[src/rtl/cpu_controller_pkg.sv]
// cpu_controller_pkg: shared types and constants for the instruction-sequencing
// controller: FSM state encoding, instruction field layout, opcode/op codes
// and write-data (vsel) select codes.
package cpu_controller_pkg;

  localparam int unsigned INSTR_W = 16;
  localparam int unsigned REG_W   = 3;

  typedef enum logic [2:0] {
    S_WAIT      = 3'd0,
    S_DECODE    = 3'd1,
    S_WRITE_IMM = 3'd2,
    S_GET_A     = 3'd3,
    S_GET_B     = 3'd4,
    S_ALU       = 3'd5,
    S_WRITE_REG = 3'd6
  } state_e;

  // Instruction word layout, MSB first.
  typedef struct packed {
    logic [2:0]       opcode;
    logic [1:0]       op;
    logic [REG_W-1:0] rn;
    logic [REG_W-1:0] rd;
    logic [1:0]       sh;
    logic [REG_W-1:0] rm;
  } instr_t;

  localparam logic [2:0] OPC_MOV = 3'b110;
  localparam logic [2:0] OPC_ALU = 3'b101;

  localparam logic [1:0] OP_MOV_REG = 2'b00;
  localparam logic [1:0] OP_MOV_IMM = 2'b10;
  localparam logic [1:0] OP_ADD     = 2'b00;
  localparam logic [1:0] OP_CMP     = 2'b01;
  localparam logic [1:0] OP_AND     = 2'b10;
  localparam logic [1:0] OP_MVN     = 2'b11;

  localparam logic [1:0] VSEL_C     = 2'd0;
  localparam logic [1:0] VSEL_PC    = 2'd1;
  localparam logic [1:0] VSEL_IMM8  = 2'd2;
  localparam logic [1:0] VSEL_MDATA = 2'd3;

endpackage

[src/rtl/instr_dec.sv]
// instr_dec: splits the instruction register into its fields and produces
// the sign-extended 8-bit and 5-bit immediates.
//   ir_i      : instruction register contents
//   fields_o  : opcode/op/Rn/Rd/sh/Rm
//   sximm8_o  : sign-extended IR[7:0]
//   sximm5_o  : sign-extended IR[4:0]
module instr_dec
  import cpu_controller_pkg::*;
(
  input  logic [INSTR_W-1:0] ir_i,
  output instr_t             fields_o,
  output logic [INSTR_W-1:0] sximm8_o,
  output logic [INSTR_W-1:0] sximm5_o
);

  assign fields_o = instr_t'(ir_i);
  assign sximm8_o = {{(INSTR_W-8){ir_i[7]}}, ir_i[7:0]};
  assign sximm5_o = {{(INSTR_W-5){ir_i[4]}}, ir_i[4:0]};

endmodule

[src/rtl/cpu_controller.sv]
// cpu_controller: holds the instruction register and sequences the datapath
// through WAIT/DECODE/WRITE_IMM/GET_A/GET_B/ALU/WRITE_REG.
//   clk, reset        : clock, synchronous active-high reset
//   s, load, in       : start pulse, IR load enable, instruction word
//   w                 : idle flag (1 only in WAIT)
//   readnum, writenum : register-file selects
//   vsel              : write-data select
//   loada/b/c, loads  : datapath register strobes
//   asel, bsel, write : operand selects and register-file write enable
//   shift, ALUop      : shifter and ALU controls
//   sximm8, sximm5    : sign-extended immediates from the IR
// Outputs are a Moore decode of the state register and IR.
module cpu_controller
  import cpu_controller_pkg::*;
(
  input  logic               clk,
  input  logic               reset,
  input  logic               s,
  input  logic               load,
  input  logic [INSTR_W-1:0] in,
  output logic               w,
  output logic [REG_W-1:0]   readnum,
  output logic [REG_W-1:0]   writenum,
  output logic [1:0]         vsel,
  output logic               loada,
  output logic               loadb,
  output logic               loadc,
  output logic               loads,
  output logic               asel,
  output logic               bsel,
  output logic               write,
  output logic [1:0]         shift,
  output logic [1:0]         ALUop,
  output logic [INSTR_W-1:0] sximm8,
  output logic [INSTR_W-1:0] sximm5
);

  state_e             state_q, state_d;
  logic [INSTR_W-1:0] ir_q;
  instr_t             f;
  logic               is_mov_imm, is_mov_reg, is_mvn, is_cmp, is_alu3;

  instr_dec u_instr_dec (
    .ir_i     (ir_q),
    .fields_o (f),
    .sximm8_o (sximm8),
    .sximm5_o (sximm5)
  );

  assign is_mov_imm = (f.opcode == OPC_MOV) && (f.op == OP_MOV_IMM);
  assign is_mov_reg = (f.opcode == OPC_MOV) && (f.op == OP_MOV_REG);
  assign is_mvn     = (f.opcode == OPC_ALU) && (f.op == OP_MVN);
  assign is_cmp     = (f.opcode == OPC_ALU) && (f.op == OP_CMP);
  assign is_alu3    = (f.opcode == OPC_ALU) &&
                      ((f.op == OP_ADD) || (f.op == OP_CMP) || (f.op == OP_AND));

  // State and IR; IR only accepts a new word while idle.
  always_ff @(posedge clk) begin
    if (reset) begin
      state_q <= S_WAIT;
      ir_q    <= '0;
    end else begin
      state_q <= state_d;
      if (load && (state_q == S_WAIT)) ir_q <= in;
    end
  end

  // Next state and Moore outputs.
  always_comb begin
    state_d  = state_q;
    w        = 1'b0;
    readnum  = '0;
    writenum = '0;
    vsel     = VSEL_C;
    loada    = 1'b0;
    loadb    = 1'b0;
    loadc    = 1'b0;
    loads    = 1'b0;
    asel     = 1'b0;
    bsel     = 1'b0;
    write    = 1'b0;
    shift    = 2'b00;
    ALUop    = 2'b00;

    case (state_q)
      S_WAIT: begin
        w = 1'b1;
        if (s) state_d = S_DECODE;
      end
      S_DECODE: begin
        // Unrecognised encodings fall back to WAIT without touching the datapath.
        if (is_mov_imm)                state_d = S_WRITE_IMM;
        else if (is_mov_reg || is_mvn) state_d = S_GET_B;
        else if (is_alu3)              state_d = S_GET_A;
        else                           state_d = S_WAIT;
      end
      S_WRITE_IMM: begin
        vsel     = VSEL_IMM8;
        writenum = f.rn;
        write    = 1'b1;
        state_d  = S_WAIT;
      end
      S_GET_A: begin
        readnum = f.rn;
        loada   = 1'b1;
        state_d = S_GET_B;
      end
      S_GET_B: begin
        readnum = f.rm;
        loadb   = 1'b1;
        state_d = S_ALU;
      end
      S_ALU: begin
        shift = f.sh;
        ALUop = is_mov_reg ? 2'b00 : f.op;
        // Single-operand ops ignore A by selecting the zero operand.
        asel  = is_mov_reg || is_mvn;
        if (is_cmp) begin
          loads   = 1'b1;
          state_d = S_WAIT;
        end else begin
          loadc   = 1'b1;
          state_d = S_WRITE_REG;
        end
      end
      S_WRITE_REG: begin
        vsel     = VSEL_C;
        writenum = f.rd;
        write    = 1'b1;
        state_d  = S_WAIT;
      end
      default: state_d = S_WAIT;
    endcase

    // Reset must block datapath side effects even mid-instruction.
    if (reset) begin
      write = 1'b0;
      loada = 1'b0;
      loadb = 1'b0;
      loadc = 1'b0;
      loads = 1'b0;
    end
  end

endmodule

[config.mk]
export PLATFORM = sky130hd
export DESIGN_NAME = cpu_controller
export DESIGN_NICKNAME = d
export VERILOG_FILES = /design/src/rtl/cpu_controller_pkg.sv /design/src/rtl/instr_dec.sv /design/src/rtl/cpu_controller.sv
export SDC_FILE = /design/constraint.sdc
export NUM_CORES = 1
export LEC_CHECK = 0
export BUFFER_PORTS_ARGS = -buffer_cell sky130_fd_sc_hd__buf_4
export CAP_MARGIN = 30
export CORE_ASPECT_RATIO = 1.5
export CORE_MARGIN = 1
export CORE_UTILIZATION = 49
export DETAILED_ROUTE_END_ITERATION = 10
export GPL_TIMING_DRIVEN = 0
export PLACE_DENSITY_LB_ADDON = 0.08
export SLEW_MARGIN = 20
export SYNTH_ARGS = -nofsm -noshare
export SYNTH_HDL_FRONTEND = slang
export SYNTH_HIERARCHICAL = 1
export SYNTH_SLANG_ARGS = --single-unit
[constraint.sdc]
create_clock -name clk -period 4.3 [get_ports clk]
set_input_delay 0.43 -clock clk [delete_from_list [all_inputs] [get_ports clk]]
set_output_delay 0.43 -clock clk [all_outputs]
set_load 0.01 [all_outputs]
==> metrics.md <==
| Metric | Value |
|---|---|
| Initial Utilization | 52.2% |
| WHS | 0.419 ns |
| Power consumption | 0.472 mW |
| Vias in the first global route | 1194 |
| Worst path bufs/invs | 2 |
| Worst hold path depth | 3 |
| Total global routing overflow | 0 |
| Internal | 0.343 mW |
| Gate power share | 31.8% |
| Post-synthesis cell count | 188 |
| Netlist cell types | 32 |
| Status | completed |
| Multi-input gate area | 576 sq um |
| Delay-heaviest family, CP | simple AND/OR/NAND/NOR gates |
| First-pass GRT wire length | 4.96 mm |
| Critical path required time | 3.87 ns |
| Layout Skew | 0.00263 ns |
| Clock Power Share | 26.2% |
| Pleak | 1.02 nW |
| Vias/cell | 4.60 |
| Crit path DAT | 1.66 ns |
| Reg clk slew, reported paths | 0.07 ns |
| GRT Util Overall | 22.0% |
| Routed vias | 1375 |
| Setup tns final | 0 ns |
| Cts-stage hold buffer count | 0 |
| Sequential area share after synthesis | 27.2% |
| Hold worst-path end | ir_q[5]$_SDFFE_PP0P_ |
| Psw | 0.129 mW |
| # rows | 23 |
| Routed Antenna Nets | 0 |
| EDFF count, synth | 0 |
| Register area | 380 sq um |
| Root buffer cell | clkbuf_8 |
| RSZ-0062 raised after global routing | no |
| CP max FO | 7 |
| # setup viols final | 0 |
| Core area | 0.00268 sq mm |
| DR pass1 iterations | 4 |
| Worst R2R Start | state_q[1]$_SDFFE_PP0P_ |
| DRT iter0 DRCs | 43 |
| Max Cap Violations | 0 |
| Residual DRC | 0 |
| Setup ws final | 2.21 ns |
| Share of post-route cells with drive strength above 1 | 50.0% |
| Most used cell, CP | buf_4 |
| Clk sinks | 19 |
| Max IR drop VDD | 0.212 mV |
| Ys flop type | dfxtp_1 |
| Max frequency | 479 MHz |
| Yosys reg bits | 19 |
| Crit-path cells | buf_4 > or4b_2 > a21oi_1 > buf_4 |
| Mean post-synth cell area | 7.43 sq um |
| Die Span Y | 67.4 um |
| Warning count from the yosys run | 6 |
| Post-synth ARST share | 0% |
| GP Congestion | 0.923 |
| Most frequent cells in the layout | 120 x buf_4, 46 x nand2_1, 23 x a21oi_1 |
| Worst skew pair latency | 0.25 ns |
| Die area | 0.00307 sq mm |
| Cts bufs inserted | 3 |
| CP Capture Type | primary output |
| Synthesized area | 0.00140 sq mm |
| PortBufs | 69 |
| Die width | 45.6 um |
| PD cells | 235 mW/mm^2 |
| Final Cell Area | 0.00201 sq mm |
| Crit Path Class | reg -> out |
| Initial antenna violation count | 0 |
| Max-slew violation count | 0 |
| Fin cells | 299 |
| R2R Setup Slk | 2.77 ns |
| P&R area growth vs syn | 43.9% |
| Flop pwr share | 41.9% |
| Hold Startpoint | in[5] |
| H-tree depth | 1 |
| Post-DP HPWL | 2.47 mm |
| Cts repair resizes | 0 |
| CTS tree | built |
| Sw Share | 27.4% |
| CP peak stage delay | 0.65 ns |
| Startpoint Class | flop |
| Routed wire length per instance | 10.9 um |
| Fin crit share | 48.6% |
| Dpl cell area | 0.00196 sq mm |
| Final Util | 75.1% |
| Number of diodes | 0 |
| Worst min-delay path category | in -> reg |
| Post-CTS setup buffers | 0 |
| FF-to-FF path depth | 6 |
| Final hold viol count | 0 |
| Fin crit period | 2.09 ns |
| Fillers | 246 |
| Most common cell after layout, fill and taps aside | buf_4 |
| Maximum number of pins on one net before global-route repair | 16 |
| Drt total wl | 3.25 mm |
| Slowest CP cell | or4b_2 |
| Nets | 283 |
| Io pins | 72 |
| Clock buffer depth | 2 |
| Placed Instances | 295 |
| Pre-CTS setup slack | 2.49 ns |
| R2R Path End | ir_q[10]$_SDFFE_PP0P_ |
-- cells in the mapped netlist (all sizes together) (2+ instances only) --
cell,count,share of area (%)
a21oi,23,8.2
and2,4,1.8
and3,2,0.90
and3b,3,1.9
buf,55,30
clkbuf,4,1.1
dfxtp,19,27
nand2,47,13
nor2,4,1.1
nor2b,3,1.3
nor3,3,1.1
nor3b,2,1.1
o21ai,4,1.4
or4b,2,1.4
-- per-layer routing --
metal  vias up  track usage, %  part of all wire [%]
li1        713               -                     -
met1       609            24.9                    39
met2        49            39.3                    54
met3         4            3.74                   6.0
met4         0            9.09                   1.4
met5         -               0                     0
-- area by class of cell --
cell class,instances,area share (%)
multi-input combinational,110,28.6
timing repair buffer,69,25.8
buffer,59,21.9
sequential,19,18.9
tap,37,2.30
clock buffer,4,2.24
inverter,1,0.187
-- sequential cells by signal (all words and copies together), names as in the netlist --
register / count
ir_q: 16
state_q: 3
-- logic make-up after synthesis --
kind of cell	Yosys count	share of synthesized area, %
AOI/OAI and AO/OA	33	13.3
buffers and inverters	60	31.8
DFF	19	27.2
other	1	0.269
and+or+nand+nor	75	27.4
-- tightest hold or removal path, stage by stage --
cell and delay, ns:
buf_4 0.11, nand2_1 0.04, a21oi_1 0.05
-- worst max-delay path by stage --
stage | start | to | slack [ns] | cells after the start
after global routing | state_q[2]$_SDFFE_PP0P_ | loads | 2.13 | 4
after CTS | ir_q[13]$_SDFFE_PP0P_ | asel | 2.21 | 4
final | ir_q[13]$_SDFFE_PP0P_ | asel | 2.21 | 4
after detailed placement | ir_q[13]$_SDFFE_PP0P_ | asel | 2.49 | 4
after global placement | ir_q[13]$_SDFFE_PP0P_ | asel | 2.50 | 4
after floorplan | ir_q[13]$_SDFFE_PP0P_ | asel | 2.54 | 3
-- power by group through the flow --
stage	clock [mW]	sequential, mW	combinational [mW]
2_1_floorplan	0	0.200	0.0956
3_3_place_gp	0	0.201	0.149
3_5_place_dp	0	0.202	0.151
4_1_cts	0.126	0.198	0.152
5_1_grt	0.132	0.200	0.164
6_report	0.124	0.198	0.150
No activity file was read; power rests on OpenSTA's default activity.
